**src/rtl/vlc_bit_packer.sv**
```systemverilog
// Variable-length code packer: appends MSB-aligned codes of 0..W bits back-to-back
// into OW-bit output words, with valid/ready on both sides and a padded flush.
module vlc_bit_packer #(
    parameter int W   = 8,
    parameter int C   = 4,
    parameter int OW  = 8,
    parameter bit PAD = 1'b0,
    parameter int CW  = 16
) (
    input  logic          clk,
    input  logic          rst,
    input  logic [W-1:0]  d_in,
    input  logic [C-1:0]  w_in,
    input  logic          en_in,
    output logic          rdy_in,
    input  logic          flush_in,
    output logic [OW-1:0] d_out,
    output logic          en_out,
    input  logic          out_rdy,
    output logic          flush_done,
    output logic [CW-1:0] word_cnt
);

    localparam int AW = OW + W;
    localparam int FW = $clog2(AW + 1);

    typedef enum logic [1:0] {RUN, FLUSH, DRAIN} state_t;

    state_t        state;
    logic [AW-1:0] acc;
    logic [FW-1:0] fill;

    logic [FW-1:0] len;
    logic [FW-1:0] base;
    logic [FW-1:0] fill_next;
    logic [W-1:0]  code_mask;
    logic [AW-1:0] code_wide;
    logic [AW-1:0] acc_next;
    logic [OW-1:0] word_next;
    logic          accept;
    logic          out_free;
    logic          extract;
    logic          pad_load;
    logic          load_word;

    // Holding fill at or below OW leaves room for a full W-bit code.
    assign rdy_in = (state == RUN) && (fill <= FW'(OW));

    always_comb begin
        // NOTE: every signal gets a default at the top so no path can infer a latch.
        len       = '0;
        base      = fill;
        fill_next = fill;
        acc_next  = acc;
        word_next = acc[AW-1 -: OW];

        if (int'(w_in) > W) len = FW'(W);
        else                len = FW'(w_in);

        accept   = en_in && rdy_in;
        out_free = !en_out || out_rdy;
        extract  = (state != DRAIN) && (fill >= FW'(OW)) && out_free;
        pad_load = (state == FLUSH) && (fill != '0) && (fill < FW'(OW)) && out_free;

        code_mask = ~({W{1'b1}} >> len);
        code_wide = {d_in & code_mask, {OW{1'b0}}};

        if (extract) begin
            acc_next = acc << OW;
            base     = fill - FW'(OW);
        end
        // Bits below fill are always zero, so OR-ing places the new code exactly.
        if (accept) acc_next = acc_next | (code_wide >> base);
        fill_next = base + (accept ? len : '0);

        if (pad_load) begin
            word_next = acc[AW-1 -: OW] | (PAD ? ({OW{1'b1}} >> fill) : '0);
            acc_next  = '0;
            fill_next = '0;
        end

        load_word = extract || pad_load;
    end

    always_ff @(posedge clk or posedge rst) begin
        if (rst) begin
            // NOTE: the accumulator is reset too; stale bits would otherwise leak into the next word.
            acc        <= '0;
            fill       <= '0;
            d_out      <= '0;
            en_out     <= 1'b0;
            flush_done <= 1'b0;
            word_cnt   <= '0;
            state      <= RUN;
        end else begin
            // NOTE: non-blocking assignments so every register samples pre-edge values.
            acc        <= acc_next;
            fill       <= fill_next;
            flush_done <= 1'b0;

            if (load_word) begin
                d_out  <= word_next;
                en_out <= 1'b1;
            end else if (en_out && out_rdy) begin
                en_out <= 1'b0;
            end

            if (en_out && out_rdy) word_cnt <= word_cnt + CW'(1);

            case (state)
                RUN: begin
                    if (flush_in) state <= FLUSH;
                end
                FLUSH: begin
                    if ((fill == '0) || pad_load) state <= DRAIN;
                end
                DRAIN: begin
                    if (out_free) begin
                        flush_done <= 1'b1;
                        state      <= RUN;
                    end
                end
                default: state <= RUN;
            endcase
        end
    end

endmodule

```
**config.mk**
```make
export PLATFORM = sky130hd
export DESIGN_NAME = vlc_bit_packer
export DESIGN_NICKNAME = d
export VERILOG_FILES = /design/src/rtl/vlc_bit_packer.sv
export SDC_FILE = /design/constraint.sdc
export NUM_CORES = 1
export LEC_CHECK = 0
export CELL_PAD_IN_SITES_DETAIL_PLACEMENT = 0
export CELL_PAD_IN_SITES_GLOBAL_PLACEMENT = 1
export CORE_MARGIN = 5
export CORE_UTILIZATION = 45
export CTS_BUF_LIST = sky130_fd_sc_hd__clkbuf_8 sky130_fd_sc_hd__clkbuf_16
export DETAILED_ROUTE_END_ITERATION = 10
export GPL_TIMING_DRIVEN = 0
export PLACE_DENSITY = 0.91
export SLEW_MARGIN = 25
export SYNTH_ARGS = -nofsm -noshare
export SYNTH_HDL_FRONTEND = slang
export SYNTH_SLANG_ARGS = --single-unit
```
**constraint.sdc**
```tcl
create_clock -name clk -period 6.6 [get_ports clk]
set_input_delay 0.99 -clock clk [delete_from_list [all_inputs] [get_ports clk]]
set_output_delay 0.99 -clock clk [all_outputs]
set_load 0.05 [all_outputs]
```
==> results.md, run 1 <==
* Outcome: complete, no violations
* R2R depth at 10
* Net switching fraction of the power at approximately 46%
* Rel. slew slack at 43.7%
* Pre-CTS WS at 3.10 ns
* R2r setup slk at 3.70 ns
* Drt via density at 5.49
* Power Dens Cells at ~430 nW/µm²
* Worst path max stage delay at 0.82 ns
* Synth cell types at 51
* #FFs+latches synth at 49
* Pin count of the biggest net entering global routing at 34
* Worst setup EP type: output pin
* Period utilisation layout at 54.0%
* Reg area at 1230 µm²
* Synth warnings at 0
* Drt first pass iters at 4
* Fin Setup TNS at 0 ns
* Seq/Total Area, Yosys at 42.9%
* CTS Buf Count at 5
* Antenna violations before repair at 0
* Vias in the first global route at 2251
* Reg power frac at 31.9%
* Die Area at 8050 µm²
* Hold_ws at 0.481 ns
* # IOs at 44
* Max-cap check violation count at 0
* CP max-delay cell: clkdlybuf4s50_1
* N_diodes at 0
* Input/output buffers at 41
* Fraction of layout cells with a size suffix above 1 at 10.5%
* Switch Pwr at 0.679 mW
* Post-cts repair resize count at 0
* Crit-path cells: buf_6 > nor4_1 > a21oi_1 > nor3_1 > clkdlybuf4s50_1
* Rows at 29
* RSZ-0062 raised after global routing: false
* Fill cells at 572
* Final Skew at 0.00588 ns
* Core area at between 6000 and 7000 µm²
* Logic pwr share at 57.1%
* Die H at roughly 90 µm
* Horiz. Die Dim at 89.7 µm
* Cells after Synth at ~280
* Clk_lat worst skew at 0.30 ns
* Multi-input gate area at roughly 1500 µm²
* Avg Inst Size Synth at 10.1 µm²
* Area growth, synth to finish at 21.2%
* Synth Net Count at 307
* Final Hold Viols at 0
* # hold bufs at CTS at 0
* Crit-path max FO at 10
* Worst-Margin Slew at ~0.83 ns
* Critical path depth at 5
* Clock-pin slew on the worst setup and hold paths at 0.08 ns
* Final net count at 356
* Most frequent cells in the layout: dfrtp_1, clkdlybuf4s50_1, nand2_1
* Via Count at 2251
* 1st-iter DRT viols at between 90 and 100
* Critical path class: reg2out
* WL/cell at 14.9 µm
* Internal power at 0.803 mW
* Dpl hpwl at 4.78 mm
* Worst path bufs/invs at 2
* Fin. max-slew vios at 0
* Longest Clk Path Bufs at 2
* Crit path max-delay family: buffers and inverters
* Beginning of the critical path: fill[1]$_DFF_PP0_
* H-Tree Depth at 2
* WP data arrival at 2.58 ns
* # setup viols final at 0
* Clock share of power at 11.0%
* Asr flop ratio synth at between 90% and 100%
* CTS tree: built
* Most common cell after layout, fill and taps aside: dfrtp_1
* Worst setup margin at 3.03 ns
* Worst min path class: reg2reg
* First-pass GRT wire length at 10.7 mm
* Worst EP required at 5.61 ns
* Root Buffer: clkbuf_8
* Final antenna-violating net count at 0
* Post-Syn Area at 2860 µm²
* Starting density of the core at 45.6%
* Clk sinks at 49
* Largest cells by area after synthesis: dfrtp_1, mux2i_1, mux2_2
* LEAKAGE at between 1.5 and 2 nW
* Ys flop type: dfrtp_1
* Global route total overflow at 0
* Yosys top cell by area: dfrtp_1
* CP endpoint: rdy_in
* Setup Buffers After CTS at 0
* Worst Setup Start Kind: register
* Global Route Usage Sum at ~16%
* Gpl congestion at between 0.8 and 0.9
* Critical R2R Launch: fill[1]$_DFF_PP0_
* R2R Path End: fill[3]$_DFF_PP0_
* Post-synth EDFFs at 0
* Max Clock Freq at approximately 280 MHz
* Max VDD drop at 0.295 mV
* Yosys top cell area share at approximately 43%
* Fin crit period at 3.57 ns
* Routed wire length at roughly 6 mm
* Remaining DRCs at 0
[flip-flops by register name (all words and copies together) (netlist names)]
signal      count
acc            16
d_out           8
en_out          1
fill            5
flush_done      1
state           2
word_cnt       16
[layout make-up]
type,count,area share [%]
Multi-Input combinational cell,208,43.2
Sequential cell,49,35.4
Timing Repair Buffer,42,12.4
Tap cell,77,2.78
Buffer,15,2.74
Clock buffer,5,1.98
Inverter,11,1.19
Clock inverter,3,0.325
[stage by stage]
| step | power [mW] | instance area [µm²] | utilization [%] | std cells |
|---|---|---|---|---|
| 2_1_floorplan | 1.10 | 2860 | - | 283 |
| 3_3_place_gp | 1.31 | 3370 | 53.7 | 401 |
| 3_5_place_dp | 1.33 | 3390 | 54.0 | 402 |
| 4_1_cts | 1.49 | 3470 | 55.3 | 410 |
| 5_1_grt | 1.59 | 3470 | 55.3 | 410 |
| 6_report | 1.48 | 3470 | 55.3 | 410 |
[cells in the mapped netlist (2+ instances only)]
cell type,number
a21o_1,4
a21oi_1,15
a221o_1,2
a22o_1,4
a31oi_1,4
a32o_1,2
a32oi_1,3
and2_1,3
and3_1,9
and4_1,2
buf_2,4
buf_6,4
clkbuf_1,6
dfrtp_1,49
ha_1,6
inv_1,10
mux2_2,12
mux2i_1,16
nand2_1,20
nand2b_1,3
nand3_1,10
nand4_1,6
nor2_1,16
nor2b_1,5
nor3_1,2
nor4_1,3
o21a_1,5
o21ai_0,13
o22ai_1,3
or3_1,5
xnor2_1,11
xor2_1,7
[layer usage]
layer  GRT usage [%]  share of wire [%]  vias up  wire length, µm
met5               0                  0        -                0
met4            4.28                1.3        0               80
met3            4.09                5.1        7              313
met2            25.2                 47       47             2890
met1            20.5                 46     1079             2810
li1                -                  -     1118                -
[power by group through the flow]
| stage | sequential, mW | combinational [mW] | clock (mW) |
|---|---|---|---|
| after global placement | 0.473 | 0.836 | 0 |
| after floorplan | 0.610 | 0.492 | 0 |
| after CTS | 0.473 | 0.852 | 0.165 |
| after global routing | 0.488 | 0.923 | 0.178 |
| after detailed placement | 0.480 | 0.849 | 0 |
| final | 0.473 | 0.846 | 0.163 |
[how the worst min path moves through the flow]
stage | start | to | slack, ns | cells after the start
5_1_grt | word_cnt[15]$_DFFE_PP0P_ | word_cnt[15]$_DFFE_PP0P_ | 0.49 | 1
6_report | word_cnt[15]$_DFFE_PP0P_ | word_cnt[15]$_DFFE_PP0P_ | 0.48 | 1
4_1_cts | word_cnt[15]$_DFFE_PP0P_ | word_cnt[15]$_DFFE_PP0P_ | 0.49 | 1
3_5_place_dp | acc[2]$_DFF_PP0_ | acc[2]$_DFF_PP0_ | 0.47 | 2
2_1_floorplan | acc[2]$_DFF_PP0_ | acc[2]$_DFF_PP0_ | 0.45 | 2
3_3_place_gp | word_cnt[15]$_DFFE_PP0P_ | word_cnt[15]$_DFFE_PP0P_ | 0.46 | 1
[worst register-to-register path, cell delays in order (launching register included)]
cell     delay [ns]
dfrtp_1        0.48
buf_6          0.18
nor4_1         0.43
a21oi_1        0.21
nor4b_4        0.41
and3_1         0.29
ha_1           0.25
a21o_1         0.16
a21oi_1        0.17
xor2_1         0.15
nor2_1         0.05
[logic make-up after synthesis]
| family | Yosys count | share of synthesized area, % |
|---|---|---|
| and+or+nand+nor | 88 | 16.5 |
| AOI/OAI and AO/OA | 66 | 16.2 |
| muxes | 29 | 10.8 |
| adders and majority gates | 7 | 3.32 |
| buffers and inverters | 26 | 4.77 |
| xor gates and xnor gates | 18 | 5.51 |
| DFF | 49 | 42.9 |
(Power assumes the default switching activity.)
==> run 2: changes to the inputs <==
CORE_UTILIZATION = 42   (was 45)
PLACE_DENSITY = 0.86   (was 0.91)
clock period = 3.3 ns   (was 6.6 ns; I/O delays follow)
==> run 2 against run 1 <==
  * Combinational power grew 100%
  * Power grew 100%
  * Cell count grew 0.73%
  * Via count grew 2.1%
  * Utilization shrank 3.4 points
  * First-iteration DRC count shrank 10%
  * Highest routed layer unchanged
  * Sequential power grew 99%
  * Count of clock-buffer cells in the layout is the same
==> results.md, run 2 (synthesized netlist as in run 1, its figures left out) <==
* Outcome: complete, no violations
* Final Cell Area at 3480 µm² (+0.47%)
* Root Buffer: clkbuf_8
* LEAKAGE at 1.62 nW (+0.51%)
* Drt first pass iters at 4 (unchanged)
* Fill cells at 611 (+6.8%)
* Die Area at 8560 µm² (+6.3%)
* Final Skew at 0.0108 ns (+0.00493 ns)
* GR peak layer: met2
* Worst Setup Start Kind: register
* First-pass GRT wire length at 10.3 mm (-4.1%)
* Max VDD drop at 0.334 mV (+13%)
* Power Dens Cells at 858 nW/µm² (+100%)
* Max-cap check violation count at 0 (unchanged)
* Rows at 30 (+3.4%)
* Area growth, synth to finish at 21.8%
* Remaining DRCs at 0 (unchanged)
* Fin crit period at approximately 2.8 ns
* Dpl hpwl at 4.69 mm (-1.9%)
* Critical R2R Launch: fill[1]$_DFF_PP0_
* Fraction of layout cells with a size suffix above 1 at 11.4% (+0.90 points)
* Clock-pin slew on the worst setup and hold paths at 0.10 ns (+0.02 ns)
* Longest Clk Path Bufs at 2 (unchanged)
* Top flop regs: acc (16), word_cnt (16), d_out (8)
* Final net count at 356 (unchanged)
* Final Hold Viols at 0 (unchanged)
* Final antenna-violating net count at 0 (unchanged)
* Routed wire length at 6.11 mm (+0.25%)
* Drt via density at 5.57 (+1.4%)
* Most frequent cells in the layout: dfrtp_1, clkdlybuf4s50_1, nand2_1
* WP data arrival at 3.04 ns (+0.46 ns)
* R2R depth at 10 (unchanged)
* Period utilisation layout at 86.3%
* Worst EP required at 3.49 ns (-2.12 ns)
* Horiz. Die Dim at 92.5 µm (+3.1%)
* Gpl congestion at 0.874 (+3.6%)
* Core area at 6720 µm² (+7.0%)
* R2r setup slk at 0.45 ns (-3.25 ns)
* Rel. slew slack at 37.3% (-6.5 points)
* Worst-Margin Slew at 0.929 ns (+0.0956 ns)
* Vias in the first global route at 2146 (-4.7%)
* Met2 GRT Util at 23.9% (-1.3 points)
* Pin count of the biggest net entering global routing at 34 (unchanged)
* 1st-iter DRT viols at 86 (-10%)
* N_diodes at 0 (unchanged)
* CTS tree: built
* Most common cell after layout, fill and taps aside: dfrtp_1
* GR Util met1 at 19.8% (-0.75 points)
* CTS Buf Count at 5 (unchanged)
* Clk_lat worst skew at 0.30 ns (about the same)
* Clk sinks at 49 (unchanged)
* Global route total overflow at 0 (unchanged)
* Antenna violations before repair at 0 (unchanged)
* # setup viols final at 0 (unchanged)
* Fin. max-slew vios at 0 (unchanged)
* Via Count at 2299 (+2.1%)
* Placed cell area at 3390 µm² (+0.11%)
* Die H at 92.5 µm (+3.1%)
* Input/output buffers at 41 (unchanged)
* WL/cell at 14.8 µm (-0.48%)
* Met3 Track Usage GR at 3.09% (-1.0 points)
* Worst min path class: in2async
* Max Clock Freq at 351 MHz
* Critical path class: reg2reg
* Crit-path max FO at 10 (unchanged)
* Worst setup EP type: register
* # IOs at 44 (unchanged)
* Starting density of the core at 42.6% (-3.0 points)
* H-Tree Depth at 2 (unchanged)
* Fin Setup TNS at 0 ns (unchanged)
* R2R Path End: fill[3]$_DFF_PP0_
* Global Route Usage Sum at 14.8% (-0.77 points)
* RSZ-0062 raised after global routing: false
-- run 2: cell types whose count changed in the layout (fill, tap and decap cells not counted), sizes merged --
cell           change
inv                -2
clkinv             +1
clkdlybuf4s50      -1
clkinvlp           +1
dlymetal6s2s       +1
-- run 2: what timing repair did --
item / CTS / global route
endpoints found under the setup margin: 0 / 1
resized for setup: 0 / 1
hold buffers: 0 / 0
buffers inserted: 0 / 0
-- run 2: worst max-delay path, stage by stage, from the launching register on --
cell	delay, ns
dfrtp_1	0.48
buf_6	0.19
nor4_1	0.40
a21oi_1	0.20
nor4b_4	0.39
and3_1	0.28
ha_1	0.25
a21o_1	0.16
a21oi_1	0.18
xor2_1	0.15
nor2_1	0.05
-- run 2: cell type report --
class / count / area (µm²) / area share [%]
Sequential cell: 49 / 1230 / 35.2
Inverter: 11 / 41.3 / 1.18
Tap cell: 80 / 100 / 2.87
Buffer: 15 / 95.1 / 2.73
Multi-Input combinational cell: 208 / 1500 / 43.0
Timing Repair Buffer: 42 / 433 / 12.4
Clock buffer: 5 / 68.8 / 1.97
Clock inverter: 3 / 21.3 / 0.610
-- run 2: metrics by stage --
| step | std cells | power (mW) | worst slack (ns) | hold WS, ns | utilization, % |
|---|---|---|---|---|---|
| finish | 413 | 2.99 | 0.453 | 0.470 | 51.9 |
| global route | 413 | 3.20 | 0.124 | 0.508 | 51.9 |
| CTS | 413 | 3.02 | 0.222 | 0.478 | 51.8 |
| detailed placement | 405 | 2.65 | 0.260 | 0.474 | 50.5 |
| global placement | 404 | 2.63 | 0.299 | 0.461 | 50.2 |
| floorplan | 283 | 2.20 | 0.613 | 0.448 | - |
-- run 2: how the worst max path moves through the flow --
stage | start | to | slack [ns] | cells past startpoint
after global placement | w_in[0] | acc[1]$_DFF_PP0_ | 0.30 | 7
after floorplan | fill[1]$_DFF_PP0_ | rdy_in | 0.61 | 4
after global routing | fill[1]$_DFF_PP0_ | fill[3]$_DFF_PP0_ | 0.12 | 10
final | fill[1]$_DFF_PP0_ | fill[3]$_DFF_PP0_ | 0.45 | 10
after CTS | fill[1]$_DFF_PP0_ | rdy_in | 0.22 | 5
after detailed placement | w_in[0] | acc[1]$_DFF_PP0_ | 0.26 | 7
-- run 2: power by group --
part / total, mW / switching, mW / internal (mW)
logic: 1.69 / 1.01 / 0.684
clock network: 0.357 / 0.207 / 0.151
registers: 0.942 / 0.163 / 0.779
total: 2.99 / 1.38 / 1.61
-- run 2: metal layers --
layer / share of wire, % / routed length (µm)
met5: 0 / 0
met4: 1.3 / 78
met3: 5.6 / 343
met2: 45 / 2740
met1: 48 / 2950
==> run 3: changes to the inputs <==
CORE_UTILIZATION = 47   (was 42)
CTS_BUF_LIST = sky130_fd_sc_hd__clkbuf_8   (was sky130_fd_sc_hd__clkbuf_8 sky130_fd_sc_hd__clkbuf_16)
PLACE_DENSITY = 0.94   (was 0.86)
clock period = 3.5 ns   (was 3.3 ns; I/O delays follow)
==> run 3 against run 2 <==
  * Global-route usage rose by 2.1 points
  * Power fell by 0.63%
  * Highest routed layer unchanged
  * Utilization is 7.6 points higher
  * Combinational power decreased by 5%
  * Sequential share of layout area fell by 0.35 points
  * Largest power group unchanged
  * Design area up 1.0%
  * Critical endpoint is now rdy_in
  * First-iteration DRC count shrank 10%
  * Hold slack improved by 0.012 ns
  * Cell count fell by 1.2%
  * Clock power grew 32%
==> results.md, run 3 (synthesized netlist as in run 1, its figures left out) <==
* Fin Setup TNS at 0 ns (unchanged)
* Final Cell Area at 3520 µm² (+1.0%)
* Dpl hpwl at 4.72 mm (+0.66%)
* Crit-path max FO at 10 (unchanged)
* Critical R2R Launch: fill[1]$_DFF_PP0_
* Worst Setup Start Kind: register
* Horiz. Die Dim at 88.0 µm (-4.9%)
* Top flop regs: acc (16), word_cnt (16), d_out (8)
* Gpl congestion at 0.878 (+0.46%)
* Beginning of the critical path: fill[1]$_DFF_PP0_
* Max VDD drop at 0.529 mV (+58%)
* Antenna violations before repair at 0 (unchanged)
* 1st-iter DRT viols at 77 (-10%)
* Rows at 28 (-6.7%)
* Input/output buffers at 41 (unchanged)
* H-Tree Depth at 2 (unchanged)
* Placed cell area at 3390 µm² (-0.18%)
* First-pass GRT wire length at 10.5 mm (+1.7%)
* R2r setup slk at 0.70 ns (+0.25 ns)
* CP endpoint: rdy_in
* Clk_lat worst skew at 0.30 ns (about the same)
* Die H at 88.0 µm (-4.9%)
* Rel. slew slack at 40.3% (+3.0 points)
* Worst min path class: reg2reg
* Drt first pass iters at 4 (unchanged)
* Drt via density at 5.58 (+0.21%)
* Fin crit period at between 3 and 4 ns
* Core area at 5920 µm² (-12%)
* R2R Path End: fill[3]$_DFF_PP0_
* LEAKAGE at 1.63 nW (+0.50%)
* CTS tree: built
* Fill cells at 522 (-15%)
* Power Dens Cells at 844 nW/µm² (-1.6%)
* Final core occ at 59.4% (+7.6 points)
* Vias in the first global route at 2183 (+1.7%)
* Starting density of the core at 48.3% (+5.7 points)
* Worst setup EP type: output pin
* Period utilisation layout at between 80% and 90%
* Worst EP required at 2.97 ns (-0.52 ns)
* Final antenna-violating net count at 0 (unchanged)
* # IOs at 44 (unchanged)
* Final Skew at 0.00848 ns (-0.00233 ns)
* Outcome: complete, no violations
* Root Buffer: clkbuf_8
* Setup Buffers After CTS at 0 (unchanged)
* RSZ-0062 raised after global routing: false
* Via Count at 2276 (-1.0%)
* Most common cell after layout, fill and taps aside: dfrtp_1
* Global Route Usage Sum at 16.9% (+2.1 points)
* Placed insts at 400 (-1.2%)
* Global route total overflow at 0 (unchanged)
* Pwr Total at 2.97 mW (-0.63%)
* Hold wc startpoint: word_cnt[15]$_DFFE_PP0P_
* Max-cap check violation count at 0 (unchanged)
* Worst-Margin Slew at 0.884 ns (-0.0450 ns)
* Post-Layout Cell Count at 408 (-1.2%)
* CTS Buf Count at 5 (unchanged)
* Clk sinks at 49 (unchanged)
* Routed wire length at 6.13 mm (+0.39%)
* Final net count at 356 (unchanged)
* Area growth, synth to finish at 23.0%
* Remaining DRCs at 0 (unchanged)
* # hold bufs at CTS at 0 (unchanged)
* Final Hold Viols at 0 (unchanged)
* R2R depth at 10 (unchanged)
* Clock-pin slew on the worst setup and hold paths at 0.09 ns (about the same)
* Post-cts repair resize count at 0 (unchanged)
* Pin count of the biggest net entering global routing at 34 (unchanged)
* # setup viols final at 0 (unchanged)
* WL/cell at 15.0 µm (+1.6%)
* Max Clock Freq at 326 MHz
* Critical path class: reg2out
* Fin. max-slew vios at 0 (unchanged)
* Longest Clk Path Bufs at 2 (unchanged)
* Most frequent cells in the layout: dfrtp_1, clkdlybuf4s50_1, nand2_1
* Hold path depth at 1
* Die Area at 7750 µm² (-9.5%)
* N_diodes at 0 (unchanged)
* WP data arrival at 2.55 ns (-0.49 ns)
* Fraction of layout cells with a size suffix above 1 at 11.4% (unchanged)
-- run 3: how the worst min path moves through the flow --
stage | endpoint | slack, ns
6_report | word_cnt[15]$_DFFE_PP0P_ | 0.48
5_1_grt | word_cnt[13]$_DFFE_PP0P_ | 0.52
4_1_cts | word_cnt[15]$_DFFE_PP0P_ | 0.48
3_5_place_dp | word_cnt[15]$_DFFE_PP0P_ | 0.47
3_3_place_gp | word_cnt[15]$_DFFE_PP0P_ | 0.46
2_1_floorplan | acc[2]$_DFF_PP0_ | 0.45
-- run 3: layout make-up --
type,count,area [µm²],area share [%]
Buffer,15,95.1,2.70
Timing Repair Buffer,42,430,12.2
Sequential cell,49,1230,34.8
Inverter,11,41.3,1.17
Clock buffer,5,68.8,1.96
Multi-Input combinational cell,208,1500,42.6
Clock inverter,3,65.1,1.85
Tap cell,75,93.8,2.67
-- run 3: per-layer routing --
layer  track usage (%)  up-vias  routed length (µm)
met3              2.92        6                 311
met1              23.1     1081                2910
met2              28.1       62                2830
met4              4.12        0                  75
met5                 0        -                   0
li1                  -     1127                   -
-- run 3: through the flow --
stage               hold slack (ns)  worst slack (ns)
floorplan                     0.448             0.783
global placement              0.461             0.484
detailed placement            0.473             0.467
CTS                           0.485             0.400
global route                  0.517             0.232
finish                        0.482             0.430
-- run 3: power by group --
part / internal [mW] / leakage (nW) / switching, mW
logic: 0.645 / 0.901 / 0.961
clock network: 0.284 / 0.0681 / 0.188
registers: 0.735 / 0.659 / 0.158
-- run 3: critical path, cell delays in order, from the launching register on --
cell	delay [ns]
dfrtp_1	0.48
buf_6	0.19
nor4_1	0.39
a21oi_1	0.19
nor3_1	0.17
clkdlybuf4s50_1	0.83
